<file path="config.mk">
export PLATFORM = sky130hd
export DESIGN_NAME = ctr_keystream_gen
export DESIGN_NICKNAME = d
export VERILOG_FILES = /design/src/rtl/ctr_keystream_gen.sv
export SDC_FILE = /design/constraint.sdc
export NUM_CORES = 1
export LEC_CHECK = 0
export CAP_MARGIN = 20
export CORE_AREA = 2 2 253 255
export CTS_CLUSTER_SIZE = 24
export DETAILED_ROUTE_END_ITERATION = 16
export DIE_AREA = 0 0 255 257
export SLEW_MARGIN = 25
export SYNTH_ARGS = -nofsm -noshare
export SYNTH_HDL_FRONTEND = slang
export SYNTH_SLANG_ARGS = --single-unit
</file>
<file path="constraint.sdc">
create_clock -name clk -period 7.05 [get_ports clk]
set_input_delay 1.41 -clock clk [delete_from_list [all_inputs] [get_ports clk]]
set_output_delay 1.41 -clock clk [all_outputs]
set_load 0.01 [all_outputs]
</file>
<file path="src/rtl/ctr_keystream_gen.sv">
// rtl/ctr_keystream_gen.sv - GCM CTR keystream source: tag mask E(K,J0) plus prefetched keystream FIFO
module ctr_keystream_gen #(
  parameter int DEPTH = 2
) (
  input  logic         clk,
  input  logic         rst_n,
  input  logic         start,
  input  logic         abort,
  input  logic [127:0] j0,
  output logic         busy,
  output logic         tag_mask_valid,
  output logic [127:0] tag_mask,
  output logic         aes_in_valid,
  input  logic         aes_in_ready,
  output logic [127:0] aes_in_block,
  input  logic         aes_out_valid,
  input  logic [127:0] aes_out_block,
  output logic         ks_valid,
  input  logic         ks_ready,
  output logic [127:0] ks_data
);

  localparam int PW = $clog2(DEPTH);
  localparam int W  = $clog2(DEPTH + 2) + 1;

  typedef enum logic [1:0] {S_IDLE, S_MASK, S_RUN, S_DRAIN} state_e;

  state_e          state_q, state_d;
  logic [127:0]    ctr_q, ctr_d;
  logic [W-1:0]    inflight_q, inflight_d;
  logic            mask_pending_q, mask_pending_d;
  logic            tmv_q, tmv_d;
  logic [127:0]    tag_mask_q, tag_mask_d;
  logic            aes_in_valid_q, aes_in_valid_d;
  logic [W-1:0]    count_q, count_d;
  logic [PW-1:0]   wr_ptr_q, wr_ptr_d, rd_ptr_q, rd_ptr_d;
  logic [127:0]    mem_q [DEPTH];
  logic            fire, ret, push, pop, flush;
  logic [W:0]      occ_d;

  // Only the low 32 bits count; the upper 96 bits of the block are fixed.
  function automatic logic [127:0] inc32(input logic [127:0] v);
    return {v[127:32], v[31:0] + 32'd1};
  endfunction

  // A return with nothing outstanding is a protocol violation and is dropped.
  assign fire = aes_in_valid_q && aes_in_ready;
  assign ret  = aes_out_valid && (inflight_q != '0);

  assign busy           = (state_q != S_IDLE);
  assign tag_mask_valid = tmv_q;
  assign tag_mask       = tag_mask_q;
  assign aes_in_valid   = aes_in_valid_q;
  assign aes_in_block   = ctr_q;
  assign ks_valid       = (count_q != '0);
  assign ks_data        = ks_valid ? mem_q[rd_ptr_q] : '0;

  // Next-state: sequencing, counter advance, result routing and request qualification.
  always_comb begin
    state_d        = state_q;
    ctr_d          = ctr_q;
    inflight_d     = inflight_q;
    mask_pending_d = mask_pending_q;
    tmv_d          = tmv_q;
    tag_mask_d     = tag_mask_q;
    push           = 1'b0;
    pop            = 1'b0;
    flush          = 1'b0;

    if (fire) begin
      ctr_d      = inc32(ctr_q);
      inflight_d = inflight_d + W'(1);
    end
    if (ret) inflight_d = inflight_d - W'(1);

    case (state_q)
      S_IDLE: begin
        if (start && !abort) begin
          state_d        = S_MASK;
          ctr_d          = j0;
          tmv_d          = 1'b0;
          mask_pending_d = 1'b0;
        end
      end
      S_MASK, S_RUN: begin
        if (abort) begin
          flush          = 1'b1;
          mask_pending_d = 1'b0;
          tmv_d          = 1'b0;
          state_d        = (inflight_d != '0) ? S_DRAIN : S_IDLE;
        end else begin
          if (ret && mask_pending_q) begin
            tag_mask_d     = aes_out_block;
            tmv_d          = 1'b1;
            mask_pending_d = 1'b0;
          end else if (ret && state_q == S_RUN) begin
            push = 1'b1;
          end
          pop = ks_valid && ks_ready;
          if (state_q == S_MASK && fire) begin
            mask_pending_d = 1'b1;
            state_d        = S_RUN;
          end
        end
      end
      S_DRAIN: begin
        if (inflight_d == '0) state_d = S_IDLE;
      end
      default: state_d = S_IDLE;
    endcase

    if (flush) begin
      count_d  = '0;
      wr_ptr_d = '0;
      rd_ptr_d = '0;
    end else begin
      count_d  = count_q;
      wr_ptr_d = push ? wr_ptr_q + PW'(1) : wr_ptr_q;
      rd_ptr_d = pop  ? rd_ptr_q + PW'(1) : rd_ptr_q;
      if (push && !pop) count_d = count_q + W'(1);
      else if (pop && !push) count_d = count_q - W'(1);
    end

    // Slots are reserved at issue; the outstanding mask request owns no FIFO slot.
    occ_d = {1'b0, count_d} + {1'b0, inflight_d} - {{W{1'b0}}, mask_pending_d};
    aes_in_valid_d = (state_d == S_MASK) ||
                     ((state_d == S_RUN) && (occ_d < (W+1)'(DEPTH)));
  end

  // State registers with asynchronous reset.
  always_ff @(posedge clk or negedge rst_n) begin
    if (!rst_n) begin
      state_q        <= S_IDLE;
      ctr_q          <= '0;
      inflight_q     <= '0;
      mask_pending_q <= 1'b0;
      tmv_q          <= 1'b0;
      tag_mask_q     <= '0;
      aes_in_valid_q <= 1'b0;
      count_q        <= '0;
      wr_ptr_q       <= '0;
      rd_ptr_q       <= '0;
    end else begin
      state_q        <= state_d;
      ctr_q          <= ctr_d;
      inflight_q     <= inflight_d;
      mask_pending_q <= mask_pending_d;
      tmv_q          <= tmv_d;
      tag_mask_q     <= tag_mask_d;
      aes_in_valid_q <= aes_in_valid_d;
      count_q        <= count_d;
      wr_ptr_q       <= wr_ptr_d;
      rd_ptr_q       <= rd_ptr_d;
    end
  end

  // Keystream storage; contents are only visible through count/pointers.
  always_ff @(posedge clk) begin
    if (push) mem_q[wr_ptr_q] <= aes_out_block;
  end

endmodule

</file>
* Yosys cells after proc, flatten, opt, wreduce, memory -nomap -nowiden
Memory sizes are Yosys's and may differ from the RTL's.
Index checks and enable logic that the tools add are counted.
** Operators by class
- Add/sub/neg operators :: 9
- $lt $le $gt $ge :: 1
- Equal/unequal tests :: 7
- Multiplexer cells :: 38
- Bitwise logic cells :: 1
- Reductions and logical operators :: 26
** Operators with widths (number)
- 128-bit 2-to-1 mux :: 3
- 32-bit by 1-bit adder with 32-bit output, second input constant :: 1
- 32-bit 2-to-1 mux :: 1
- 1-bit 2-to-1 mux :: 21
- 3-bit 2-to-1 mux :: 5
- 1-bit logical AND :: 10
- 2-bit 2-to-1 mux :: 5
- 3-bit nonzero test :: 3
- 2-bit nonzero test :: 4
- 3-bit by 1-bit adder with 3-bit output, second input constant :: 2
- 2-bit == test, second input constant :: 3
- 2-bit one-hot mux with 3 select lines :: 1
- 3-bit AND reduction :: 2
- 3-bit by 1-bit subtractor with 3-bit output, second input constant :: 2
- 3-bit by 3-bit adder with 4-bit output :: 1
- 2-bit by 1-bit == test with 1-bit output, second input constant :: 2
- 4-bit by 2-bit less-than comparator with 1-bit output, second input constant :: 1
- 1-bit one-hot mux with 2 select lines :: 2
- 4-bit by 1-bit subtractor with 4-bit output :: 1
- 1-bit zero test :: 3
- 3-bit zero test :: 1
- 3-bit inequality test, second input constant :: 1
- 1-bit adder, second input constant :: 2
- 2-bit zero test :: 1
- 4 further kinds :: 4
** Word-level totals
- Flip-flop bits (word level) :: 269
- Bits in writable memories :: 256
- Input bits :: 263
- Output and inout bits :: 388
- Logic and storage cells :: 93
- Memories :: 1
** Memories
- mem_q :: depth 2, width 128, read ports 1, clocked after Yosys merged registers in 0, wr ports 1, line 37 : logic [127:0] mem_q [DEPTH];

* Logic depth before layout (Yosys ltp)
Gate-level depths: netlist (run 1).
- Depth after elaboration :: 17
- Mapped depth :: 16
- Depth with buffers taken out :: 16

* Worst setup path after synthesis (run 1)
OpenSTA, ideal clock, no wires.
- Kind :: in2reg
- Start :: input abort
- End :: memory mem_q[0][0] (enable)
- Setup time :: 617 ps
- Data arrival time :: 7293 ps
- Required time :: 6433 ps
- Slack :: -860 ps
- Cell stages on the path :: 4
- Buffers on the path :: 1
- Cells stage by stage :: buf_2 nor2b_1 nand4b_1 nor2_1
** On the way
- Longest elaborated chain between the ends :: 4
** Ends and longest elaborated chain
- start, declared :: line 8 : input logic abort,
- 1-bit 2-to-1 mux :: line 86 : if (abort) begin
- 1-bit 2-to-1 mux :: line 76 : case (state_q)
- 1-bit 2-to-1 mux :: line 159 : if (push) mem_q[wr_ptr_q] <= aes_out_block;
- 1-bit 2-to-1 mux (not written as such) :: line 159
- end, declared :: line 37
No other way between the ends.

* Final worst setup path (run 1)
- Start :: register rd_ptr_q
- End :: output ks_data[54]
** On the way
- Longest elaborated chain between the ends :: 2
** Ends and longest elaborated chain
- start, declared :: line 36 : logic [PW-1:0] wr_ptr_q, wr_ptr_d, rd_ptr_q, rd_ptr_d;
- start signal, assigned :: line 153 : rd_ptr_q <= rd_ptr_d;
- memory read 2 x 128 bit
- 128-bit 2-to-1 mux :: line 56 : assign ks_data = ks_valid ? mem_q[rd_ptr_q] : '0;
- end, declared :: line 20 : output logic [127:0] ks_data
No other way between the ends.

==> metrics, run 1 <==
status finished clean; post-synthesis mux area share 0.185; design area 30200 um^2; die width 255 um; # placed instances between 2000 and 3000; Clk Latency, worst-skew pair 0.60 ns; Pins Over Slew Limit 0; Crit Path Category flop to output pin; nets@finish 2278; vias per cell between 4 and 5; antenna-violating nets left 0; Post-Syn Area 20700 um^2; Initial Util 0.330; DRC errors left 0; period utilization 0.634; distinct cell type count after synthesis 52; initial antenna violation count 10; top-area cell type share of the netlist area 0.372; Placement Cell Area 28200 um^2; Worst-path clk slew approximately 0.06 ns; worst hold path type flop to flop; Core Area between 60000 and 70000 um^2; clk root buf clkbuf_16; CTS buffer count 56; startpoint types flop; Post-CTS Setup Inserts 0; P&R area growth vs syn 45.8%; area of the multi-input gates 5970 um^2; Psw 3.86 mW; routability cong. about 0.79; Synth Area in Simple Gates 0.0565; RSZ-0062 raised after global routing false; register area between 10000 and 15000 um^2; Synth top cells by count 269 x dfrtp_1, 256 x edfxtp_1, 207 x mux2_2; Internal between 8 and 9 mW; I/O pin count 651; critical-path maximum fanout 38; Primary FF master, synth dfrtp_1; post-synthesis instance total roughly 1300; Finish-stage setup viols 0; Syn. warnings 0; global-route wire length before repair between 80 and 90 mm; row count 92; CTS resizes 0; CTS tree built; Area contributors post-synth edfxtp_1 37%, dfrtp_1 33%, mux2_2 11%; final period demand of the worst path between 4 and 5 ns; wire per inst 20.6 um; maximum vdd drop 220 uV; # hold bufs at CTS 0; element type at the critical path end output pin; most frequent cell after synthesis dfrtp_1; leakage power 11.8 nW; Die H 257 um; hpwl dp 42.0 mm; CP required 5.64 ns; Post-synth ARST share 0.512; post-synthesis sequential area ratio 0.697; max_cap viols 0; EDFF count, synth 256; max_slew headroom 0.343; flops & latches, synth 525; cell accounting for the most synthesized area edfxtp_1; clock tree buffer depth 3; measured slew at the worst slew-check pin slightly below 1 ns; overall routing resource usage 0.178; Vias 13353; vias in the first global route 14044; fmax ~0.22 GHz; share of layout cells above drive strength 1 0.161; Routed WL 59.5 mm; Sw Ratio 0.312; Post-Synth Adder-Cell Area 0.0106; # port buffers 650; First-pass DRT Iterations 5; clk_skew between 0.015 and 0.02 ns; main combinational cell family by area after synthesis multiplexers; Synth Area in Compound Gates 0.0169; Avg Inst Size Synth approximately 15 um^2; xor and xnor area share after synthesis 0.0173; H-tree Lvls 2; WP data arrival 3.06 ns; Comb power frac 0.393; setup_tns 0 ns; total of fill cells in the finished design between 5000 and 6000; Sequential Power Share 0.359; largest net degree at the start of global routing 140; Clk pwr share 0.249; gr ovfl total 0; Die Area 65500 um^2; CTS Sinks 525; Power Dens Cells 410 nW/um^2; Final Hold Fails 0; post-route insts no fill 2896; syn_nets 1620; initial drt markers 620
per-stage QoR:
stage,hold slack [ns],setup slack [ns],utilization,power [mW]
after detailed placement,0.480,2.04,0.449,9.39
after CTS,0.493,2.21,0.480,12.5
after global placement,0.474,2.25,0.449,9.32
after global routing,0.506,2.39,0.481,13.0
final,0.490,2.58,0.481,12.4
after floorplan,0.534,1.29,-,6.52
worst max-delay path, stage by stage (launching register included):
cell and delay, ns:
dfrtp_4 0.66, buf_16 0.31, buf_4 0.41, mux2i_1 0.13
nor2_1 0.27, clkdlybuf4s50_1 0.61
cell usage in the layout (no fill, tap or decap), drive strengths merged, types with 19 or more instances in the layout:
cell type,n
nand2,32
edfxtp,256
mux2i,131
xnor2,19
inv,25
clkdlybuf4s50,649
a21oi,34
clkbuf,81
dfrtp,269
xor2,21
mux2,224
nor2,176
cells by family after synthesis:
family                     Yosys count
muxes                              355
xor gates and xnor gates            40
DFF                                525
adders and majority gates           17
and+or+nand+nor                    262
AOI/OAI and AO/OA                   56
buffers and inverters               85
layout make-up:
cell class,instances,share of cell area
inverter,22,0.00274
clock buffer,81,0.0522
tap,846,0.0351
timing repair buffer,663,0.222
sequential,525,0.478
multi-input combinational,730,0.198
antenna,4,0.000332
clock inverter,25,0.0117
power groups by stage:
stage / Combinational (mW) / Sequential [mW] / Clock [mW]
6_report: 4.85 / 4.44 / 3.07
5_1_grt: 5.20 / 4.54 / 3.29
4_1_cts: 4.90 / 4.48 / 3.15
3_5_place_dp: 4.87 / 4.52 / 0
3_3_place_gp: 4.82 / 4.49 / 0
2_1_floorplan: 1.79 / 4.73 / 0
metal layers:
layer	routed length, um	global-route usage	vias to the layer above
met4	2530	0.0776	12
met3	5580	0.0683	119
met1	21900	0.195	6626
met2	29500	0.304	484
li1	-	-	6112
met5	80	0	-
path summary, 6_finish.rpt:
kind                               from          endpoint  slack (ns)  cells past startpoint
min in group asynchronous         rst_n      tag_mask[79]        0.73                      1
setup / recovery               rd_ptr_q       ks_data[54]        2.58                      5
hold reg to reg            tag_mask[31]      tag_mask[31]        0.49                      1
setup reg to reg             count_q[0]      aes_in_valid        3.16                     17
hold / removal             tag_mask[31]      tag_mask[31]        0.49                      1
max in group asynchronous         rst_n  aes_in_block[97]        5.03                      2
state kept, by name, indices dropped and copies added, names as in the netlist, 2 cells and up:
signal,cells
aes_in_block,128
count_q,3
inflight_q,3
mem_q,256
state_q,2
tag_mask,128
Note: power is estimated with default switching activity, not from simulation.
==> run 2: changes to the inputs <==
==> constraint.sdc (replaced) <==
create_clock -name clk -period 3.9 [get_ports clk]
set_input_delay 0.78 -clock clk [delete_from_list [all_inputs] [get_ports clk]]
set_output_delay 0.78 -clock clk [all_outputs]
set_load 0.01 [all_outputs]
==> run 2 against run 1 <==
Register-to-register slack lost 2.8 ns. Critical endpoint is now ks_data[47]. Critical path depth shrank 1. Combinational power increased by 81%. Sequential power up 82%. Highest routed layer unchanged. Sequential share of layout area decreased by 0.39 points. Cell count is 0.52% higher. Worst hold slack got worse by 0.37 ns.
==> metrics, run 2 (same netlist as run 1, synthesis figures left out) <==
worst hold path type primary input to async pin; critical-path maximum fanout 34; max_slew headroom 0.414; nets@finish 2295; Clk Latency, worst-skew pair slightly above 0.6 ns; Final WS setup 0.311 ns; Crit Path Category flop to output pin; CTS resizes 0; Pins Over Slew Limit 0; share of layout cells above drive strength 1 0.175; status finished clean; area of the multi-input gates 5970 um^2; FF-to-FF Start state_q[0]; period utilization 0.920; most frequent cells in the layout 649 x clkdlybuf4s50_1, 268 x dfrtp_1, 256 x edfxtp_1; I/O pin count 651; maximum vdd drop between 400 and 500 uV; Die H approximately 260 um; fmax 0.279 GHz; initial antenna violation count 7; Core Area 62700 um^2; Power Dens Cells 740 nW/um^2; Worst-path clk slew 0.06 ns; global-route wire length before repair 87.7 mm; register area 14400 um^2; H-tree Lvls 2; clk_skew 0.0356 ns; Placement Cell Area 28400 um^2; Initial Util 0.330; clk root buf clkbuf_16; CTS Sinks 525; DRC errors left 0; vias in the first global route 14182; max reg flops roughly 260; Vias 13378; Post-CTS Setup Inserts 0; leakage power 12.0 nW; Final Hold Fails 0; gr ovfl total 0; # hold bufs at CTS 0; Sequential Power Share 0.358; total of fill cells in the finished design roughly 5400; setup_tns 0 ns; startpoint types flop; hpwl dp 42.4 mm; P&R area growth vs syn 47.0%; # placed instances between 2000 and 3000; initial drt markers slightly below 500; row count 92; pre-CTS setup slack -0.0693 ns; overall routing resource usage 0.176; routability cong. 0.826; design area just over 30000 um^2; wire per inst slightly above 20 um; First-pass DRT Iterations 4; post-route insts no fill 2911; CP required ~3.1 ns; Routed WL about 59 mm; CTS tree built; Hold Slack about 0.12 ns; Internal 15.5 mW; die width ~260 um; Sw Ratio 0.312; RSZ-0062 raised after global routing false; max_cap viols 0; CTS buffer count 57; Die Area 65500 um^2; element type at the critical path end output pin; Comb power frac 0.390; Clk pwr share 0.252; vias per cell roughly 4.6; most common cell after layout, fill and taps aside clkdlybuf4s50_1; antenna-violating nets left 0; measured slew at the worst slew-check pin roughly 0.88 ns; WP data arrival 2.81 ns; clock tree buffer depth 3; largest net degree at the start of global routing 130; # port buffers 650; Biggest register mem_q; Psw 7.01 mW; Finish-stage setup viols 0; crit path from rd_ptr_q; final period demand of the worst path 3.59 ns
==> run 2: changes by cell type in the layout (fill, tap and decap cells not counted), sizes merged <==
cell      delta
buf         +16
clkinv       +9
clkbuf       -7
diode        -3
clkinvlp     +1
inv          -1
==> run 2: metrics by stage <==
stage | power, mW | utilization
global route | 23.7 | 0.485
floorplan | 11.8 | -
global placement | 16.9 | 0.453
finish | 22.5 | 0.485
CTS | 22.8 | 0.485
detailed placement | 17.0 | 0.453
==> run 2: critical path, cell delays in order (launching register included) <==
cell             delay [ns]
dfrtp_4                0.83
buf_4                  0.43
mux2i_1                0.33
nor2_1                 0.07
clkdlybuf4s50_1        0.50
==> run 2: final timing paths <==
check	endpoint	depth (start not counted)	slack [ns]
worst max-delay path	ks_data[47]	4	0.31
worst min-delay path	tag_mask[116]	1	0.12
worst max register to register	aes_in_valid	15	0.34
worst min register to register	tag_mask[40]	1	0.49
max in group asynchronous	aes_in_block[58]	2	2.93
min in group clk	tag_mask[40]	1	0.49
==> run 2: routing by layer <==
layer	global-route usage	share of wire	vias up
met4	0.0515	0.024	8
met3	0.0595	0.086	81
met1	0.192	0.37	6669
li1	-	-	6154
met5	0	0.00098	-
met2	0.320	0.52	466
==> run 2: final cells by class <==
class / count / share of cell area
clock buffer: 74 / 0.0527
tap: 846 / 0.0348
inverter: 22 / 0.00272
multi-input combinational: 730 / 0.196
sequential: 525 / 0.474
timing repair buffer: 679 / 0.226
antenna: 1 / 0.0000823
clock inverter: 34 / 0.0134
==> run 2: power by group through the flow <==
stage / Combinational (mW) / Sequential, mW / Clock [mW]
after floorplan: 3.24 / 8.54 / 0
after global placement: 8.79 / 8.10 / 0
after detailed placement: 8.88 / 8.15 / 0
after CTS: 8.93 / 8.07 / 5.82
after global routing: 9.43 / 8.24 / 6.04
final: 8.79 / 8.06 / 5.67
